==> src/rtl/fetch_if.sv <==
// Fetch-stage bundle: ROM port, redirect from execute, fetch->decode handshake.
// The master modport is the fetch unit; the slave modport is the surrounding core/ROM.
interface fetch_if #(
    parameter int ADDR_W = 4,
    parameter int INST_W = 16
);
    logic              run;
    logic [ADDR_W-1:0] rom_addr;
    logic [INST_W-1:0] rom_inst;
    logic              redirect_valid;
    logic [ADDR_W-1:0] redirect_target;
    logic              if_valid;
    logic              if_ready;
    logic [INST_W-1:0] if_inst;
    logic [ADDR_W-1:0] if_pc;
    logic [7:0]        fetch_count;

    modport master (
        input  run, rom_inst, redirect_valid, redirect_target, if_ready,
        output rom_addr, if_valid, if_inst, if_pc, fetch_count
    );

    modport slave (
        output run, rom_inst, redirect_valid, redirect_target, if_ready,
        input  rom_addr, if_valid, if_inst, if_pc, fetch_count
    );
endinterface

==> src/rtl/fetch_unit.sv <==
// Instruction fetch: PC register drives a combinational ROM, one-entry output register feeds decode.
// Latency: instruction appears on if_valid one edge after fetch; one per cycle when if_ready stays high.
// Backpressure: if_ready=0 with a held instruction freezes the output register and the PC.
module fetch_unit #(
    parameter int                ADDR_W   = 4,
    parameter int                INST_W   = 16,
    parameter logic [ADDR_W-1:0] RESET_PC = '0
) (
    input  logic     clk,
    input  logic     rst_n,
    fetch_if.master  bus
);
    typedef enum logic {
        IDLE = 1'b0,
        RUN  = 1'b1
    } state_t;

    state_t            state_q, state_d;
    logic [ADDR_W-1:0] pc_q, pc_d;
    logic              if_valid_q, if_valid_d;
    logic [INST_W-1:0] if_inst_q, if_inst_d;
    logic [ADDR_W-1:0] if_pc_q, if_pc_d;
    logic [7:0]        fetch_count_q, fetch_count_d;
    logic              load;
    logic              accept;

    assign accept = if_valid_q && bus.if_ready;
    // Refill the output register whenever it is empty or being drained this edge.
    assign load   = (state_q == RUN) && bus.run && !bus.redirect_valid
                    && (!if_valid_q || bus.if_ready);

    always_comb begin
        state_d       = bus.run ? RUN : IDLE;
        pc_d          = pc_q;
        if_valid_d    = if_valid_q;
        if_inst_d     = if_inst_q;
        if_pc_d       = if_pc_q;
        fetch_count_d = fetch_count_q;

        if (bus.redirect_valid) begin
            pc_d       = bus.redirect_target;
            if_valid_d = 1'b0;
        end else if (load) begin
            if_inst_d  = bus.rom_inst;
            if_pc_d    = pc_q;
            if_valid_d = 1'b1;
            pc_d       = pc_q + ADDR_W'(1);
        end else if (accept) begin
            if_valid_d = 1'b0;
        end

        // A transfer completes even on a redirect edge, so it still counts.
        if (accept && (fetch_count_q != 8'hFF)) begin
            fetch_count_d = fetch_count_q + 8'd1;
        end
    end

    always_ff @(posedge clk or negedge rst_n) begin
        if (!rst_n) begin
            state_q       <= IDLE;
            pc_q          <= RESET_PC;
            if_valid_q    <= 1'b0;
            if_inst_q     <= '0;
            if_pc_q       <= '0;
            fetch_count_q <= 8'd0;
        end else begin
            state_q       <= state_d;
            pc_q          <= pc_d;
            if_valid_q    <= if_valid_d;
            if_inst_q     <= if_inst_d;
            if_pc_q       <= if_pc_d;
            fetch_count_q <= fetch_count_d;
        end
    end

    assign bus.rom_addr    = pc_q;
    assign bus.if_valid    = if_valid_q;
    assign bus.if_inst     = if_inst_q;
    assign bus.if_pc       = if_pc_q;
    assign bus.fetch_count = fetch_count_q;
endmodule

==> src/flat_wrapper.sv <==
// flat-port wrapper written by rule: the top's interface ports become plain ports
module fetch_unit_flat 
#(
    parameter int                ADDR_W   = 4,
    parameter int                INST_W   = 16,
    parameter logic [ADDR_W-1:0] RESET_PC = '0
)
  (clk, rst_n, bus_run, bus_rom_inst, bus_redirect_valid, bus_redirect_target, bus_if_ready, bus_rom_addr, bus_if_valid, bus_if_inst, bus_if_pc, bus_fetch_count);
  fetch_if #(.ADDR_W(ADDR_W), .INST_W(INST_W)) bus_i ();
  input  logic clk;
  input  logic rst_n;
  input wire logic [$bits(bus_i.run)-1:0] bus_run;
  input wire logic [$bits(bus_i.rom_inst)-1:0] bus_rom_inst;
  input wire logic [$bits(bus_i.redirect_valid)-1:0] bus_redirect_valid;
  input wire logic [$bits(bus_i.redirect_target)-1:0] bus_redirect_target;
  input wire logic [$bits(bus_i.if_ready)-1:0] bus_if_ready;
  output wire logic [$bits(bus_i.rom_addr)-1:0] bus_rom_addr;
  output wire logic [$bits(bus_i.if_valid)-1:0] bus_if_valid;
  output wire logic [$bits(bus_i.if_inst)-1:0] bus_if_inst;
  output wire logic [$bits(bus_i.if_pc)-1:0] bus_if_pc;
  output wire logic [$bits(bus_i.fetch_count)-1:0] bus_fetch_count;
  assign bus_i.run = bus_run;
  assign bus_i.rom_inst = bus_rom_inst;
  assign bus_i.redirect_valid = bus_redirect_valid;
  assign bus_i.redirect_target = bus_redirect_target;
  assign bus_i.if_ready = bus_if_ready;
  assign bus_rom_addr = bus_i.rom_addr;
  assign bus_if_valid = bus_i.if_valid;
  assign bus_if_inst = bus_i.if_inst;
  assign bus_if_pc = bus_i.if_pc;
  assign bus_fetch_count = bus_i.fetch_count;
  fetch_unit #(.ADDR_W(ADDR_W), .INST_W(INST_W), .RESET_PC(RESET_PC)) u_core (.clk(clk), .rst_n(rst_n), .bus(bus_i));
endmodule
==> config.mk <==
export PLATFORM = sky130hd
export DESIGN_NAME = fetch_unit_flat
export DESIGN_NICKNAME = d
export VERILOG_FILES = /design/src/rtl/fetch_if.sv /design/src/rtl/fetch_unit.sv /design/src/flat_wrapper.sv
export SDC_FILE = /design/constraint.sdc
export NUM_CORES = 1
export LEC_CHECK = 0
export ABC_AREA = 1
export ABC_CLOCK_PERIOD_IN_PS = 1500
export CAP_MARGIN = 20
export CELL_PAD_IN_SITES_DETAIL_PLACEMENT = 2
export CELL_PAD_IN_SITES_GLOBAL_PLACEMENT = 2
export CORE_ASPECT_RATIO = 0.9
export CORE_MARGIN = 2
export CORE_UTILIZATION = 24
export CTS_CLUSTER_DIAMETER = 40
export DETAILED_ROUTE_END_ITERATION = 8
export GPL_TIMING_DRIVEN = 0
export MAX_ROUTING_LAYER = met4
export PLACE_DENSITY_LB_ADDON = 0.1
export SETUP_SLACK_MARGIN = 0.5
export SLEW_MARGIN = 15
export SYNTH_ARGS = -nofsm -noshare
export SYNTH_HDL_FRONTEND = slang
export SYNTH_SLANG_ARGS = --single-unit
==> constraint.sdc <==
create_clock -name clk -period 1.5 [get_ports clk]
set_clock_uncertainty 0.2 [all_clocks]
set_input_delay 0.3 -clock clk [delete_from_list [all_inputs] [get_ports clk]]
set_output_delay 0.3 -clock clk [all_outputs]
set_load 0.05 [all_outputs]
==> results by group, run 1 <==
STA
  • Fmax achieved: about 700 MHz
  • Hold Fails Final Rpt: 15
  • Setup_tns: 0 ns
  • Worst relative slew slack: a little over two thirds
  • Fin crit share: a little over nine tenths
  • Post-route setup slack: ~0.063 ns
  • Tmin final: ~1.4 ns
  • Unrepaired setup endpoints after global routing: true
  • # setup viols final: 0
  • Final max-slew violation count: 0
  • Worst Tran Pin Value: around 0.45 ns
  • Min Hold Slack: -0.2455 ns

Power
  • Pwr per Cell Area: roughly 1200 nW/um^2
  • VDD IR max: between 0.4 and 0.5 mV
  • Sw frac: about two fifths
  • Logic pwr share: about half
  • Psw: ~1.5 mW
  • Clock network fraction of total power: between 15 and 20%
  • Leak pwr: 1.551 nW
  • Internal Power: between 2 and 2.5 mW
  • Sequential power share: ~34%

Floorplanning
  • Die W: approximately 90 um
  • Initial core utilization: about 25%
  • FP Rows: 28
  • Die H: about 81 um
  • Die area: around 7300 sq um
  • IO Pins: 58
  • Core region area: 6481 sq um

Cells and area
  • Final Util: between 40% and 50%
  • Multi-input gate area: slightly below 900 sq um
  • Share of post-route cells with drive strength above 1: 62.42%
  • Area growth, synth to finish: 98.43%
  • ANT cells: 0
  • Reg area: 892.1 sq um
  • Final instance area: ~3200 sq um
  • # fillers: 680
  • NumNets Final: approximately 330

Logic synthesis
  • Synth Cell Area: 1590 sq um
  • Mapped Avg Cell Area: 8.414 sq um
  • Seq cells post-synth: 34
  • Sequential element share of the synthesized area: 53.50%
  • Mapped Nets: about 220
  • Unique masters post-synth: 21
  • Syn Inst Count: between 150 and 200
  • Synth warn: 0

Setup path
  • Worst reg2reg setup slack: roughly 0.063 ns
  • Crit Path Class: reg2reg
  • Critical path's slowest cell: dfrtp_2
  • Crit. path cell count: 7
  • RR Endpoint: u_core.bus.if_inst[6]
  • WP data arrival: roughly 1.5 ns
  • Family with the most delay on the worst path: flip-flops
  • Worst reg2reg path startpoint: u_core.bus.if_valid
  • CP Capture Point: u_core.bus.if_inst[6]
  • CP startpoint: u_core.bus.if_valid
  • CP required: approximately 1.5 ns
  • Top fanout value on the critical path: 5
  • CP Launch Type: flop
  • CP bufs+invs: 2
  • Critical Path Max Stage Delay: about 0.44 ns
  • Reg2reg path depth: 7
  • Worst path cell trace: nand2_4 -> nand2_4 -> nor2_8 -> buf_6 -> buf_6 -> nand2_2 -> nand2_1
  • Worst Setup End Kind: flop

Clocking
  • CTS H-tree lvls: 2
  • Clock Tree Root: clkbuf_8
  • Worst-path clk slew: 0.07 ns
  • CTS tree: built
  • Clock Latency Late Sink: 0.28 ns
  • Num CTS Buffers: 5
  • Clk sinks: 34
  • Clock Path Buffers: 2

GRT
  • First-pass GRT wire length: between 9000 and 10,000 um
  • Initial antenna violation count: 0
  • Largest net degree at the start of global routing: 20
  • GRT Overall Usage: 16.88%
  • Vias in the first global route: roughly 1,800
  • GR Overflow Total: 0

Place
  • DP HPWL: approximately 3400 um
  • Pre-CTS WS: -0.4263 ns
  • Area after DPL: roughly 2400 sq um
  • I/O Buffers: 56
  • Routability cong.: between 0.6 and 0.7

Run status
  • Status: complete, but fails checks
  • Failing checks: hold timing

Run
  • Max cap viols: 0

Routing
  • Post-DR wirelength/cell: between 15 and 20 um
  • Detailed Route WL: between 6000 and 7000 um
  • Iteration-0 DRC Markers: 20
  • Antenna Nets Post-Route: 0
  • Number of remaining DRC errors: 0
  • DRT Pass-1 Iters: 3
  • Via density: roughly 4.3
  • Via count: roughly 1,700

Worst hold path
  • Hold Crit Class: in2async
## cell usage after synthesis
cell / number / share of area, %
inv_6: 1 / 0.55
xor2_1: 2 / 1.1
xnor2_1: 2 / 1.1
o21ai_2: 3 / 1.7
a21oi_1: 1 / 0.31
inv_2: 2 / 0.47
nor2_8: 1 / 1.3
o21ai_0: 4 / 1.3
nor2_1: 5 / 1.2
nand4_1: 3 / 1.2
nand2_4: 2 / 1.4
ha_1: 2 / 1.6
nand3_1: 9 / 2.8
dfrtp_1: 34 / 54
or2_0: 1 / 0.39
nor2_4: 1 / 0.71
inv_1: 13 / 3.1
nand2_2: 3 / 1.2
nand2_1: 96 / 23
buf_6: 3 / 2.1
buf_4: 1 / 0.47
## cells in the final DEF (no fill, tap or decap), drive strengths merged
cell type	n
inv	16
xor2	2
or2	1
nand4	3
dlygate4sd2	2
a21oi	1
nand3	9
nor2	7
clkbuf	8
nand2	101
clkdlybuf4s50	20
dfrtp	34
o21ai	7
xnor2	2
ha	2
buf	83
## worst reg2reg max path, delay by kind of cell (launching register included)
family,cells,cell delay (ns)
buf+inv,2,0.30
flops,1,0.44
simple gates,5,0.42
## power groups by stage
stage,Combinational [mW],Clock (mW),Sequential [mW]
finish,1.80,0.654,1.27
global route,1.92,0.712,1.29
CTS,1.61,0.674,1.27
detailed placement,1.32,0,1.29
global placement,1.28,0,1.28
floorplan,0.284,0,1.81
## sequential cells by signal (all words and copies together), names as in the netlist
signal and flops:
u_core.state_q 1, u_core.bus.if_inst 16, u_core.bus.fetch_count 8, u_core.bus.if_pc 4, u_core.bus.rom_addr 4, u_core.bus.if_valid 1
## what timing repair did
item	in CTS	in global routing
setup endpoints to repair	66	66
buffers inserted	29	13
pin swaps	18	22
endpoints found under the hold margin	15	15
resized for setup	266	51
cloned	2	1
## final cells by class
cell class	count	area share, %
buffer	4	1.665
clock buffer	7	2.419
inverter	16	2.300
multi-input combinational	135	27.64
sequential	34	28.27
tap	90	3.569
timing repair buffer	102	34.14
## per-layer routing
metal  part of all wire [%]  vias up  global-route usage [%]  wire (um)
met5                      0        -                       -          0
met2                     53       36                   30.83       3242
li1                       -      794                       -          -
met1                     42      844                   19.20       2593
met4                    1.3        0                   5.538         80
met3                    3.3        7                   2.876        204
## through the flow
stage          power, mW  instances
6_report           3.726        388
5_1_grt            3.924        388
3_5_place_dp       2.603        336
2_1_floorplan      2.090        189
4_1_cts            3.546        374
3_3_place_gp       2.559        335
## cell families after synthesis
logic type                 count (synthesis)  synth area share [%]
and+or+nand+nor                          121                 32.81
DFF                                       34                 53.50
buffers and inverters                     20                 6.688
AOI/OAI and AO/OA                          8                 3.226
xor gates and xnor gates                   4                 2.203
adders and majority gates                  2                 1.573
## how the worst min path moves through the flow
stage	end	cells after the start	start	slack [ns]
after floorplan	u_core.bus.fetch_count[0]	0	rst_n	-0.20
after global placement	u_core.bus.if_inst[13]	2	u_core.bus.if_inst[13]	0.26
after detailed placement	u_core.bus.if_inst[10]	1	rst_n	0.07
after global routing	u_core.bus.if_inst[3]	1	rst_n	-0.21
final	u_core.bus.if_inst[10]	1	rst_n	-0.25
after CTS	u_core.bus.if_inst[10]	1	rst_n	-0.24
Power figures use the tool's default switching activity.
==> inputs of run 2 (changes only) <==
--- a/config.mk
+++ b/config.mk
@@ -10,7 +10,7 @@
 export CAP_MARGIN = 20
 export CELL_PAD_IN_SITES_DETAIL_PLACEMENT = 2
 export CELL_PAD_IN_SITES_GLOBAL_PLACEMENT = 2
-export CORE_ASPECT_RATIO = 0.9
+export CORE_ASPECT_RATIO = 0.8
 export CORE_MARGIN = 2
 export CORE_UTILIZATION = 24
 export CTS_CLUSTER_DIAMETER = 40
==> run 2 against run 1 <==
The flow finishes with violations (hold timing, setup timing). Design area up 3.5%. Utilization rose by 2.3 points. Flip-flop and latch count is the same. Register-to-register slack worse by 0.12 ns. Critical endpoint is now u_core.bus.fetch_count[3]. Largest cell class unchanged.
==> results by group, run 2 (synthesis gave the netlist of run 1 again) <==
Clocking
  • Clock Tree Root: clkbuf_8
  • CTS H-tree lvls: 2
  • Clock Latency Late Sink: around 0.30 ns
  • CTS tree: built
  • Clock Path Buffers: 2
  • Num CTS Buffers: 5
  • Worst-path clk slew: 0.07 ns
  • Clk sinks: 34

Routing
  • Routed wl met2: 3674 um
  • Post-DR wirelength/cell: approximately 17 um
  • Iteration-0 DRC Markers: 10
  • Number of remaining DRC errors: 0
  • Top layer in use: met4
  • DRT Pass-1 Iters: 4
  • Via density: between 4 and 5
  • Antenna Nets Post-Route: 0
  • Detailed Route WL: between 6000 and 7000 um
  • Met3 WL: about 200 um
  • Metal-1 WL: between 2000 and 3000 um
  • Via count: ~1,700

Setup path
  • Worst path cell trace: ha_4 -> nand2_4 -> nor2_4 -> nand2_2 -> nand2_4 -> buf_6 -> nand2_2 -> nand2_1
  • Worst reg2reg path startpoint: u_core.bus.fetch_count[1]
  • Worst Setup End Kind: flop
  • CP bufs+invs: 1
  • CP startpoint: u_core.bus.fetch_count[1]
  • CP required: around 1.5 ns
  • Family with the most delay on the worst path: flip-flops
  • RR Endpoint: u_core.bus.fetch_count[3]
  • Critical Path Max Stage Delay: 0.46 ns
  • Reg2reg path depth: 8
  • Top fanout value on the critical path: 8
  • CP Launch Type: flop
  • WP data arrival: around 1.5 ns
  • Worst reg2reg setup slack: -0.06 ns
  • Crit Path Class: reg2reg
  • Critical path's slowest cell: dfrtp_2

Place
  • Routability cong.: approximately 0.69
  • I/O Buffers: 56
  • DP HPWL: ~3400 um

STA
  • Setup_tns: -0.1002 ns
  • Hold Fails Final Rpt: 34
  • # setup viols final: 3
  • Final max-slew violation count: 0
  • Worst Tran Pin Value: ~0.31 ns
  • Worst relative slew slack: 79.60%
  • Fin crit share: 103.9%
  • Fmax achieved: approximately 640 MHz
  • Unrepaired setup endpoints after global routing: true
  • Min Hold Slack: -0.3279 ns
  • Post-route setup slack: -0.05905 ns
  • Tmin final: around 1.6 ns

Cells and area
  • Most frequent cells in the layout: nand2_1, dfrtp_2, nand2_2, buf_4, buf_8
  • Area growth, synth to finish: 105.4%
  • Final Util: approximately half
  • Max reg flops: 16
  • NumNets Final: around 320
  • Commonest non-fill, non-tap cell in the layout: nand2_1
  • ANT cells: 0
  • Share of post-route cells with drive strength above 1: 65.20%

Power
  • Sw frac: between 40% and 50%
  • Pwr per Cell Area: roughly 1200 nW/um^2
  • VDD IR max: ~0.77 mV
  • Clock network fraction of total power: approximately 17%
  • Leak pwr: 1.573 nW
  • Psw: between 1.5 and 2 mW
  • Logic pwr share: about half
  • Sequential power share: approximately 33%
  • Internal Power: between 2 and 2.5 mW

Run status
  • Status: complete, but fails checks
  • Failing checks: hold timing, setup timing

Floorplanning
  • IO Pins: 58
  • FP Rows: 26
  • Die area: ~7300 sq um
  • Die W: between 90 and 100 um
  • Core region area: 6409 sq um
  • Initial core utilization: 24.81%
  • Die H: about 77 um

GRT
  • GR Overflow Total: 0
  • GRT Overall Usage: 16.44%
  • Vias in the first global route: between 1,500 and 2,000
  • Largest net degree at the start of global routing: 25
  • Initial antenna violation count: 0
  • First-pass GRT wire length: 8921 um

Run
  • Max cap viols: 0

Worst hold path
  • Hold Crit Class: in2async
-- run 2: cell count changes in the layout (fill, tap and decap cells not counted), sizes merged --
| cell | change |
|---|---|
| clkinvlp | +1 |
| clkbuf | -1 |
| buf | -2 |
-- run 2: final cells by class --
| cell class | instances | area [sq um] |
|---|---|---|
| clock inverters | 1 | 7.507 |
| multi-input cells | 135 | 935.9 |
| fillers | 647 | 3142 |
| clock buffers | 6 | 72.57 |
| inverters | 16 | 72.57 |
| flip-flops and latches | 34 | 892.1 |
| well taps | 84 | 105.1 |
| repair buffers | 100 | 1129 |
| plain buffers | 4 | 52.55 |
-- run 2: power by group through the flow --
stage | sequential [mW] | clock [mW] | combinational, mW
after floorplan | 1.81 | 0 | 0.284
after global placement | 1.28 | 0 | 1.28
after detailed placement | 1.29 | 0 | 1.31
after CTS | 1.26 | 0.700 | 1.61
after global routing | 1.31 | 0.756 | 2.08
final | 1.30 | 0.681 | 1.96
-- run 2: worst max-delay path by stage --
| stage | endpoint | slack (ns) | cells after the start |
|---|---|---|---|
| 5_1_grt | u_core.bus.fetch_count[3] | -0.10 | 8 |
| 3_5_place_dp | u_core.bus.if_inst[8] | -0.41 | 9 |
| 2_1_floorplan | u_core.bus.fetch_count[1] | -0.04 | 8 |
| 6_report | u_core.bus.fetch_count[3] | -0.06 | 8 |
| 4_1_cts | u_core.bus.fetch_count[4] | 0.04 | 8 |
| 3_3_place_gp | u_core.bus.if_valid | -1.07 | 1 |
-- run 2: worst reg2reg max path, cell delays in order, from the launching register on --
cell and delay (ns):
dfrtp_2 0.46, ha_4 0.19, nand2_4 0.07, nor2_4 0.04
nand2_2 0.10, nand2_4 0.12, buf_6 0.15, nand2_2 0.05
nand2_1 0.06
-- run 2: repair_timing --
action                                  CTS  global route
gates cloned                              3             0
pin swaps                                18            24
endpoints found under the setup margin   65            66
endpoints found under the hold margin    34            29
resized for setup                       262            92
buffers inserted                         26            14
-- run 2: per-layer routing --
| layer | track usage, % | up-vias |
|---|---|---|
| li1 | - | 792 |
| met4 | 4.348 | 0 |
| met1 | 19.67 | 829 |
| met3 | 3.733 | 5 |
| met2 | 27.80 | 33 |
| met5 | - | - |
-- run 2: stage by stage --
step           setup slack, ns  total power, mW  std cells  instance area, sq um
4_1_cts                0.04435            3.567        366                  2831
6_report              -0.05905            3.943        380                  3267
3_3_place_gp            -1.069            2.562        329                  2342
2_1_floorplan         -0.04289            2.090        189                  1677
3_5_place_dp           -0.4136            2.595        330                  2357
5_1_grt                -0.1042            4.149        380                  3267
